`src/rtl/mem_wb_pipe_if.sv`:
```
// MEM->WB stage bus: M-stage entry and pipeline controls in, W-stage writeback out.
// master drives the M side and observes W; slave is the pipeline stage itself.
interface mem_wb_pipe_if #(
  parameter int DATA_W = 32,
  parameter int REG_AW = 5
);
  localparam int OFF_W = $clog2(DATA_W / 8);

  logic              stall;
  logic              flush;
  logic              valid_m;
  logic              reg_write_m;
  logic              mem_to_reg_m;
  logic [1:0]        mem_size_m;
  logic              mem_sign_m;
  logic [OFF_W-1:0]  addr_low_m;
  logic [DATA_W-1:0] alu_out_m;
  logic [DATA_W-1:0] read_data_m;
  logic [REG_AW-1:0] write_reg_m;
  logic [DATA_W-1:0] result_w;
  logic [REG_AW-1:0] write_reg_w;
  logic              reg_write_w;
  logic              valid_w;
  logic              misalign_w;

  modport master (
    output stall, flush, valid_m, reg_write_m, mem_to_reg_m, mem_size_m,
           mem_sign_m, addr_low_m, alu_out_m, read_data_m, write_reg_m,
    input  result_w, write_reg_w, reg_write_w, valid_w, misalign_w
  );

  modport slave (
    input  stall, flush, valid_m, reg_write_m, mem_to_reg_m, mem_size_m,
           mem_sign_m, addr_low_m, alu_out_m, read_data_m, write_reg_m,
    output result_w, write_reg_w, reg_write_w, valid_w, misalign_w
  );
endinterface

```
`src/rtl/mem_wb_pipe.sv`:
```
// MEM->WB pipeline: load alignment/extension, misalign detect, r0 suppression, PIPE_DEPTH stages.
// Optional retire counters are built when WB_RETIRE_CNT_EN is defined.
module mem_wb_pipe #(
  parameter int DATA_W     = 32,
  parameter int REG_AW     = 5,
  parameter int PIPE_DEPTH = 1
) (
  input  logic                clk,
  input  logic                rst,
  mem_wb_pipe_if.slave        bus
`ifdef WB_RETIRE_CNT_EN
  , output logic [31:0]       retire_cnt
  , output logic [31:0]       retire_wr
`endif
);
  localparam int OFF_W = $clog2(DATA_W / 8);
  localparam int LAST  = PIPE_DEPTH - 1;

  function automatic logic [DATA_W-1:0] align_load(
    input logic [DATA_W-1:0] rd,
    input logic [1:0]        size,
    input logic              sgn,
    input logic [OFF_W-1:0]  off
  );
    logic [DATA_W-1:0]        lane;
    logic signed [DATA_W-1:0] ext;
    lane = rd >> {off, 3'b000};
    case (size)
      2'b00:   ext = sgn ? DATA_W'($signed(lane[7:0]))  : DATA_W'(lane[7:0]);
      2'b01:   ext = sgn ? DATA_W'($signed(lane[15:0])) : DATA_W'(lane[15:0]);
      2'b10:   ext = sgn ? DATA_W'($signed(lane[31:0])) : DATA_W'(lane[31:0]);
      default: ext = rd;
    endcase
    return $unsigned(ext);
  endfunction

  function automatic logic misaligned(input logic [1:0] size, input logic [OFF_W-1:0] off);
    case (size)
      2'b01:   return off[0];
      2'b10:   return |off[1:0];
      2'b11:   return |off;
      default: return 1'b0;
    endcase
  endfunction

  logic [DATA_W-1:0] res_c;
  logic              mis_c;
  logic              rw_c;

  assign res_c = bus.mem_to_reg_m
               ? align_load(bus.read_data_m, bus.mem_size_m, bus.mem_sign_m, bus.addr_low_m)
               : bus.alu_out_m;
  assign mis_c = bus.valid_m & bus.mem_to_reg_m & misaligned(bus.mem_size_m, bus.addr_low_m);
  // Misaligned loads still travel down the pipe but never write the register file.
  assign rw_c  = bus.reg_write_m & bus.valid_m & (bus.write_reg_m != '0) & ~mis_c;

  logic [DATA_W-1:0] res_p  [PIPE_DEPTH];
  logic [REG_AW-1:0] wreg_p [PIPE_DEPTH];
  logic              rw_p   [PIPE_DEPTH];
  logic              vld_p  [PIPE_DEPTH];
  logic              mis_p  [PIPE_DEPTH];

  // Stage 0 captures the M entry; stages 1..LAST shift. rst > flush > stall > advance.
  always_ff @(posedge clk) begin
    if (rst) begin
      for (int k = 0; k < PIPE_DEPTH; k++) begin
        res_p[k]  <= '0;
        wreg_p[k] <= '0;
        rw_p[k]   <= 1'b0;
        vld_p[k]  <= 1'b0;
        mis_p[k]  <= 1'b0;
      end
    end else if (bus.flush || !bus.stall) begin
      if (bus.flush) begin
        res_p[0]  <= '0;
        wreg_p[0] <= '0;
        rw_p[0]   <= 1'b0;
        vld_p[0]  <= 1'b0;
        mis_p[0]  <= 1'b0;
      end else begin
        res_p[0]  <= res_c;
        wreg_p[0] <= bus.write_reg_m;
        rw_p[0]   <= rw_c;
        vld_p[0]  <= bus.valid_m;
        mis_p[0]  <= mis_c;
      end
      for (int k = 1; k < PIPE_DEPTH; k++) begin
        res_p[k]  <= res_p[k-1];
        wreg_p[k] <= wreg_p[k-1];
        rw_p[k]   <= rw_p[k-1];
        vld_p[k]  <= vld_p[k-1];
        mis_p[k]  <= mis_p[k-1];
      end
    end
  end

  // W stage: outputs come straight from the last register.
  assign bus.result_w    = res_p[LAST];
  assign bus.write_reg_w = wreg_p[LAST];
  assign bus.reg_write_w = rw_p[LAST];
  assign bus.valid_w     = vld_p[LAST];
  assign bus.misalign_w  = mis_p[LAST];

`ifdef WB_RETIRE_CNT_EN
  always_ff @(posedge clk) begin
    if (rst) begin
      retire_cnt <= '0;
      retire_wr  <= '0;
    end else if (!bus.stall) begin
      if (vld_p[LAST]) retire_cnt <= retire_cnt + 32'd1;
      if (rw_p[LAST])  retire_wr  <= retire_wr + 32'd1;
    end
  end
`endif
endmodule

```
`src/flat_wrapper.sv`:
```
// flat-port wrapper written by rule: the top's interface ports become plain ports
module mem_wb_pipe_flat 
#(
  parameter int DATA_W     = 32,
  parameter int REG_AW     = 5,
  parameter int PIPE_DEPTH = 1
)
  (clk, rst, bus_stall, bus_flush, bus_valid_m, bus_reg_write_m, bus_mem_to_reg_m, bus_mem_size_m, bus_mem_sign_m, bus_addr_low_m, bus_alu_out_m, bus_read_data_m, bus_write_reg_m, bus_result_w, bus_write_reg_w, bus_reg_write_w, bus_valid_w, bus_misalign_w);
  mem_wb_pipe_if #(.DATA_W(DATA_W), .REG_AW(REG_AW)) bus_i ();
  input  logic clk;
  input  logic rst;
  input wire logic [$bits(bus_i.stall)-1:0] bus_stall;
  input wire logic [$bits(bus_i.flush)-1:0] bus_flush;
  input wire logic [$bits(bus_i.valid_m)-1:0] bus_valid_m;
  input wire logic [$bits(bus_i.reg_write_m)-1:0] bus_reg_write_m;
  input wire logic [$bits(bus_i.mem_to_reg_m)-1:0] bus_mem_to_reg_m;
  input wire logic [$bits(bus_i.mem_size_m)-1:0] bus_mem_size_m;
  input wire logic [$bits(bus_i.mem_sign_m)-1:0] bus_mem_sign_m;
  input wire logic [$bits(bus_i.addr_low_m)-1:0] bus_addr_low_m;
  input wire logic [$bits(bus_i.alu_out_m)-1:0] bus_alu_out_m;
  input wire logic [$bits(bus_i.read_data_m)-1:0] bus_read_data_m;
  input wire logic [$bits(bus_i.write_reg_m)-1:0] bus_write_reg_m;
  output wire logic [$bits(bus_i.result_w)-1:0] bus_result_w;
  output wire logic [$bits(bus_i.write_reg_w)-1:0] bus_write_reg_w;
  output wire logic [$bits(bus_i.reg_write_w)-1:0] bus_reg_write_w;
  output wire logic [$bits(bus_i.valid_w)-1:0] bus_valid_w;
  output wire logic [$bits(bus_i.misalign_w)-1:0] bus_misalign_w;
  assign bus_i.stall = bus_stall;
  assign bus_i.flush = bus_flush;
  assign bus_i.valid_m = bus_valid_m;
  assign bus_i.reg_write_m = bus_reg_write_m;
  assign bus_i.mem_to_reg_m = bus_mem_to_reg_m;
  assign bus_i.mem_size_m = bus_mem_size_m;
  assign bus_i.mem_sign_m = bus_mem_sign_m;
  assign bus_i.addr_low_m = bus_addr_low_m;
  assign bus_i.alu_out_m = bus_alu_out_m;
  assign bus_i.read_data_m = bus_read_data_m;
  assign bus_i.write_reg_m = bus_write_reg_m;
  assign bus_result_w = bus_i.result_w;
  assign bus_write_reg_w = bus_i.write_reg_w;
  assign bus_reg_write_w = bus_i.reg_write_w;
  assign bus_valid_w = bus_i.valid_w;
  assign bus_misalign_w = bus_i.misalign_w;
  mem_wb_pipe #(.DATA_W(DATA_W), .REG_AW(REG_AW), .PIPE_DEPTH(PIPE_DEPTH)) u_core (.clk(clk), .rst(rst), .bus(bus_i));
endmodule
```
`config.mk`:
```
export PLATFORM = sky130hd
export DESIGN_NAME = mem_wb_pipe_flat
export DESIGN_NICKNAME = d
export VERILOG_FILES = /design/src/rtl/mem_wb_pipe_if.sv /design/src/rtl/mem_wb_pipe.sv /design/src/flat_wrapper.sv
export SDC_FILE = /design/constraint.sdc
export NUM_CORES = 1
export LEC_CHECK = 0
export BUFFER_PORTS_ARGS = -buffer_cell sky130_fd_sc_hd__buf_2
export CELL_PAD_IN_SITES_DETAIL_PLACEMENT = 0
export CELL_PAD_IN_SITES_GLOBAL_PLACEMENT = 1
export CORE_MARGIN = 2
export CORE_UTILIZATION = 38
export DETAILED_ROUTE_END_ITERATION = 7
export GPL_TIMING_DRIVEN = 0
export PLACE_DENSITY_LB_ADDON = 0.1
export SETUP_SLACK_MARGIN = 0.5
export SLEW_MARGIN = 0
export SYNTH_ARGS = -nofsm -noshare
export SYNTH_HDL_FRONTEND = slang
export SYNTH_SLANG_ARGS = --single-unit
```
`constraint.sdc`:
```
create_clock -name clk -period 2.9 [get_ports clk]
set_input_delay 0.58 -clock clk [delete_from_list [all_inputs] [get_ports clk]]
set_output_delay 0.58 -clock clk [all_outputs]
set_load 0.005 [all_outputs]
```
==> results.sh, run 1 <==
export IMPL_layout_drive_gt1_share=0.4087
export IMPL_min_period_over_period=0.7248
export IMPL_groute_usage_overall=0.2100
export IMPL_dr_total_vias=2432
export IMPL_row_count=30
export IMPL_final_common_cell="buf_2"
export IMPL_worstMarginPinSlew_ns=0.9448
export IMPL_die_area_mm2=0.007533
export IMPL_cts_setup_buffers=0
export IMPL_wl_mm=7.828
export IMPL_cts_tree="built"
export IMPL_ys_seq_elements=40
export IMPL_maxSlewViolCount=0
export IMPL_synth_seq_area_share=0.4611
export IMPL_die_h_um=86.80
export IMPL_cts_root_buf="clkbuf_8"
export IMPL_grt_pass1_vias=2297
export IMPL_hpwlAfterDp_mm=6.179
export IMPL_vdd_drop_max_v=0.0003160
export IMPL_grt_start_max_net_pins=41
export IMPL_fillers=664
export IMPL_multi_input_area_mm2=0.001303
export IMPL_finalSetupTns_ns=0
export IMPL_met1_usage=0.2966
export IMPL_vias_per_cell=5.441
export IMPL_cts_max_level=2
export IMPL_min_period_ns=2.102
export IMPL_core_mm2=0.006719
export IMPL_ant_nets=0
export IMPL_clock_fmax_mhz=475.8
export IMPL_worstPathArrival_ns=2.21
export IMPL_critPathMaxFanout=10
export IMPL_num_nets_final=447
export IMPL_grtUsageMet2=0.3380
export IMPL_synth_nets=324
export IMPL_numPortBuffers=116
export IMPL_globalRouteMet3Util=0.03238
export IMPL_ioPinCount=121
export IMPL_cap_violations=0
export IMPL_wl_per_cell_um=17.51
export IMPL_postSynthCellCount=243
export IMPL_regArea_mm2=0.001201
export IMPL_crit_path_start="bus_flush"
export IMPL_setup_violations_final=0
export IMPL_ys_types=35
export IMPL_die_w_um=86.80
export IMPL_cts_made_buffers=5
export IMPL_crit_path_end_kind="flop"
export IMPL_rsz0062_at_grt="no"
export IMPL_leakage_nw=1.494
export IMPL_slew_headroom=0.3679
export IMPL_grt_ovfl_total=0
export IMPL_antennaDiodeCount=0
export IMPL_area_growth_pct=30.84
export IMPL_netlist_area_mm2=0.002605
export IMPL_cts_num_sinks=40
export IMPL_worst_ep_required_time_ns=3.01
export IMPL_first_iter_violations=125
export IMPL_grt_pass1_wl_mm=11.92
export IMPL_cts_clk_slew_worst_paths_ns=0.09
export IMPL_cts_resized=1
export IMPL_cts_hold_buf=0
export IMPL_hold_violations=0
export IMPL_cp_start_kind="primary input"
export IMPL_min_delay_start="bus_alu_out_m[22]"
export IMPL_clk_path_buf_depth=2
export IMPL_status="finished, final reports clean"
export IMPL_antenna_found_initial=0
export IMPL_route_detailed_drc=0
export IMPL_detailedRoute_firstPassIterationCount=4
export IMPL_syn_area_per_cell_um2=10.72
export IMPL_final_cell_mix="122 x buf_2, 40 x edfxtp_1, 28 x nand2_1"
export IMPL_place_congestion=0.8321
export IMPL_hold_depth=3
export IMPL_path_class="primary input to flop"
export IMPL_yosys_warnings=0
export IMPL_p_per_area_mw_per_mm2=430.9
export IMPL_holdWs_ns=0.5504
export IMPL_initial_core_util=0.3877
export IMPL_busiest_layer="met2"
export IMPL_hold_class="primary input to flop"
==> power by group <==
part           switching (mW)  internal (mW)
logic                   0.170          0.143
registers             0.00733          0.673
clock network           0.216          0.259
total                   0.394           1.08
==> Yosys cell counts <==
| cell | n | area share |
|---|---|---|
| a31oi_2 | 7 | 0.034 |
| buf_4 | 1 | 0.0029 |
| nor2_2 | 3 | 0.0072 |
| or3_1 | 1 | 0.0024 |
| inv_1 | 1 | 0.0014 |
| nand2b_1 | 17 | 0.041 |
| a211oi_1 | 1 | 0.0029 |
| nand2b_4 | 1 | 0.0053 |
| nor2b_1 | 1 | 0.0024 |
| a32o_1 | 7 | 0.027 |
| edfxtp_1 | 40 | 0.46 |
| a2bb2oi_1 | 15 | 0.050 |
| xnor2_1 | 1 | 0.0034 |
| o21ai_0 | 18 | 0.035 |
| or4_1 | 1 | 0.0029 |
| nor3_1 | 1 | 0.0019 |
| a21oi_1 | 8 | 0.015 |
| a22o_1 | 1 | 0.0034 |
| nand3b_1 | 1 | 0.0029 |
| and2_1 | 8 | 0.019 |
| o221ai_1 | 7 | 0.024 |
| nor2_1 | 11 | 0.016 |
| buf_6 | 2 | 0.0086 |
| o22a_1 | 1 | 0.0034 |
| a31oi_1 | 1 | 0.0024 |
| a31oi_4 | 2 | 0.016 |
| buf_2 | 6 | 0.012 |
| clkbuf_1 | 12 | 0.017 |
| o211ai_1 | 8 | 0.023 |
| and2b_1 | 1 | 0.0029 |
| mux4_2 | 2 | 0.017 |
| mux2i_1 | 18 | 0.069 |
| o21a_1 | 1 | 0.0029 |
| o31ai_1 | 8 | 0.023 |
| nand2_1 | 29 | 0.042 |
==> through the flow <==
stage	std cells	total power [mW]	instance area [um2]	util	setup WS, ns
floorplan	243	0.8623	2605	-	0.9247
global placement	439	1.003	3286	0.4890	0.1949
detailed placement	439	1.008	3288	0.4894	0.1466
CTS	447	1.480	3408	0.5073	0.7670
global route	447	1.536	3408	0.5073	0.6634
finish	447	1.469	3408	0.5073	0.7981
==> per-layer routing <==
layer	routed length, um	up-vias
met5	0	-
met4	82	0
met3	477	5
met2	3796	91
met1	3472	1151
li1	-	1185
==> kinds of logic after synthesis <==
family	after synthesis	synth area share
buffers and inverters	22	0.04179
XOR/XNOR	1	0.003363
AO/OA/AOI/OAI	85	0.2618
AND/OR/NAND/NOR	75	0.1455
flip-flops	40	0.4611
multiplexers	20	0.08645
==> cell type report <==
class	instances	share of cell area
Clock buffer	5	0.02019
Inverter	1	0.001101
Timing Repair Buffer	116	0.1703
Sequential cell	40	0.3524
Buffer	21	0.03084
Multi-Input combinational cell	181	0.3822
Clock inverter	3	0.01358
Tap cell	80	0.02937
==> worst paths after layout <==
kind                               to  slack, ns
hold / removal    u_core.res_p[0][22]       0.55
setup / recovery  u_core.res_p[0][19]       0.80
==> sequential cells by signal (all words and copies together), names as in the netlist <==
register	count
u_core.res_p	32
u_core.wreg_p	5
u_core.mis_p	1
u_core.rw_p	1
u_core.vld_p	1
==> critical path, cell delays in order <==
cell and delay, ns:
buf_2 0.11, or3_1 0.35, clkbuf_1 0.22, nor2_2 0.34, clkbuf_1 0.42, nand2_1 0.10
o31ai_1 0.09
No activity file was read; power rests on OpenSTA's default activity.
==> inputs of run 2 (changes only) <==
- ABC_AREA: default -> 1
- CORE_UTILIZATION: 38 -> 30
- clock period: 2.9 -> 1.8 ns (I/O delays scaled with it)
==> run 2 against run 1 <==
Effect of this change: die area rose by 40%; sequential cell count did not move; largest cell class unchanged; critical path depth rose by 3; global-route usage fell by 3.3 points; non-clock buffer count rose by 17; wire length rose by 22%; worst setup slack got worse by 0.24 ns; combinational power rose by 90%; sequential share of layout area fell by 5.9 points; synthesized cell count rose by 72%; via count rose by 29%.
==> results.sh, run 2 <==
export IMPL_worstPathArrival_ns=1.31
export IMPL_place_congestion=0.8645
export IMPL_cts_num_sinks=40
export IMPL_ys_seq_elements=40
export IMPL_synthArstFlopShare=0
export IMPL_cap_violations=0
export IMPL_vdd_drop_max_v=0.0002873
export IMPL_die_h_um=102.7
export IMPL_route_detailed_drc=0
export IMPL_holdWs_ns=0.3726
export IMPL_p_switching_mw=0.6881
export IMPL_row_count=36
export IMPL_hold_violations=0
export IMPL_clock_fmax_mhz=803.3
export IMPL_dr_total_vias=3134
export IMPL_p_clk_frac=0.305
export IMPL_vias_per_cell=4.542
export IMPL_numPortBuffers=118
export IMPL_cts_max_level=2
export IMPL_layout_drive_gt1_share=0.3483
export IMPL_synth_top_cell_by_area="edfxtp_1"
export IMPL_num_nets_final=637
export IMPL_grt_ovfl_total=0
export IMPL_antennaDiodeCount=0
export IMPL_synth_simple_area_share=0.3403
export IMPL_synthFlopType="edfxtp_1"
export IMPL_p_comb_frac=0.244
export IMPL_area_growth_pct=39.85
export IMPL_yosys_warnings=0
export IMPL_clk_path_buf_depth=2
export IMPL_synth_common_cells="117 x nand2_1, 65 x nor2_1, 61 x inv_1"
export IMPL_groute_usage_overall=0.1766
export IMPL_die_area_mm2=0.01055
export IMPL_grt_pass1_vias=3062
export IMPL_ant_nets=0
export IMPL_slew_headroom=0.6399
export IMPL_initial_core_util=0.3046
export IMPL_rsz0062_at_grt="yes"
export IMPL_hpwlAfterDp_mm=7.524
export IMPL_min_period_ns=1.245
export IMPL_worst_ep_required_time_ns=1.87
export IMPL_cp_start_kind="primary input"
export IMPL_detailedRoute_firstPassIterationCount=4
export IMPL_yosys_area_share_xor_xnor=0
export IMPL_wl_mm=9.586
export IMPL_grt_start_max_net_pins=41
export IMPL_fin_ws_ns=0.5552
export IMPL_synth_edff_count=40
export IMPL_ys_types=24
export IMPL_leakage_nw=2.275
export IMPL_largest_register="u_core.res_p"
export IMPL_hold_class="primary input to flop"
export IMPL_worstMarginPinSlew_ns=0.5397
export IMPL_synth_nets=500
export IMPL_path_class="primary input to flop"
export IMPL_final_cell_mix="121 x buf_2, 106 x nand2_1, 63 x nor2_1"
export IMPL_cts_root_buf="clkbuf_8"
export IMPL_power_mw=2.437
export IMPL_grt_pass1_wl_mm=14.21
export IMPL_postSynthCellCount=419
export IMPL_top_regs="u_core.res_p (32), u_core.wreg_p (5)"
export IMPL_syn_area_per_cell_um2=6.976
export IMPL_synth_area_mux_share=0
export IMPL_ioPinCount=121
export IMPL_maxSlewViolCount=0
export IMPL_power_frac_seq=0.450
export IMPL_final_common_cell="buf_2"
export IMPL_status="finished, final reports clean"
export IMPL_yosys_area_share_adder=0
export IMPL_critPathMaxFanout=10
export IMPL_netlist_area_leader_share=0.4110
export IMPL_antenna_found_initial=0
export IMPL_first_iter_violations=168
export IMPL_synth_compound_gate_area_share=0.1066
export IMPL_min_period_over_period=0.6916
export IMPL_largest_reg_flops=32
export IMPL_die_w_um=102.7
export IMPL_setup_violations_final=0
export IMPL_yosysMostFrequentCell="nand2_1"
export IMPL_synth_seq_area_share=0.4110
export IMPL_pre_cts_ws_ns=0.1234
export IMPL_synth_area_leaders="edfxtp_1 41%, nand2_1 15%, nor2_1 8.3%"
export IMPL_finalSetupTns_ns=0
export IMPL_cts_tree="built"
export IMPL_switching_share=0.2823
export IMPL_cts_made_buffers=5
export IMPL_synth_top_family_by_area="simple AND/OR/NAND/NOR gates"
export IMPL_cellInternalPower_mw=1.749
export IMPL_wl_per_cell_um=13.89
export IMPL_core_mm2=0.009594
export IMPL_p_per_area_mw_per_mm2=596.3
export IMPL_netlist_area_mm2=0.002923
export IMPL_cts_clk_slew_worst_paths_ns=0.08
export IMPL_cts_hold_buf=0
export IMPL_crit_path_end_kind="flop"
==> run 2: cell types whose count changed in the layout (fill, tap and decap cells not counted), moves of 9 or more <==
cell       previous run  this run
nand3_1               0        18
a2bb2oi_1            15         0
nand2_2               1        12
mux2i_1              18         0
nand2b_1             17         0
nand2_1              28       106
nand4_1               0        20
buf_4                 1        10
inv_1                 1        60
nor2_1               11        63
clkbuf_1             12         3
o21ai_1               0        12
==> run 2: power by group through the flow <==
stage | clock network [mW] | registers [mW] | logic [mW]
floorplan | 0 | 1.13 | 0.290
global placement | 0 | 1.12 | 0.549
detailed placement | 0 | 1.12 | 0.550
CTS | 0.761 | 1.10 | 0.555
global route | 0.799 | 1.10 | 0.670
finish | 0.744 | 1.10 | 0.596
==> run 2: area by class of cell <==
type | instances | area [um2]
plain buffers | 24 | 203.9
clock buffers | 6 | 72.57
clock inverters | 2 | 35.03
fillers | 1057 | 5507
inverters | 67 | 266.5
multi-input cells | 288 | 1399
flip-flops and latches | 40 | 1201
well taps | 133 | 166.4
repair buffers | 130 | 743.2
==> run 2: per-layer routing <==
metal / up-vias / global-route usage / routed length [um]
met1: 1407 / 0.2278 / 4333
met3: 4 / 0.02576 / 594
met5: - / 0 / 0
li1: 1623 / - / -
met4: 0 / 0.04308 / 93
met2: 100 / 0.3112 / 4565
==> run 2: metrics by stage <==
step / cell area [um2] / cells / util
floorplan: 2970 / 419 / -
global placement: 3727 / 670 / 0.3885
detailed placement: 3727 / 670 / 0.3885
CTS: 3849 / 679 / 0.4011
global route: 4088 / 690 / 0.4261
finish: 4088 / 690 / 0.4261
==> run 2: cells by family after synthesis <==
kind of cell           count (synthesis)
DFF                                   40
AOI/OAI and AO/OA                     56
and+or+nand+nor                      232
buffers and inverters                 91
==> run 2: worst max-delay path: stages <==
cell	delay [ns]
buf_12	0.12
inv_8	0.07
nand2_2	0.06
nand3_2	0.06
nand2_2	0.08
nand2_4	0.15
buf_8	0.16
nand3_4	0.07
o21ai_2	0.14
inv_1	0.04
==> run 2: timing repair <==
action                     in CTS  in global routing
resized for setup               5                 35
pin swaps                       1                 10
setup endpoints to repair      20                 25
cloned                          0                  3
setup buffers                   1                  8
==> run 2: worst paths after layout <==
check / startpoint / endpoint / slack [ns] / depth (start not counted)
setup / recovery: bus_addr_low_m[0] / u_core.res_p[0][13] / 0.56 / 10
hold / removal: bus_write_reg_m[0] / u_core.wreg_p[0][0] / 0.37 / 3
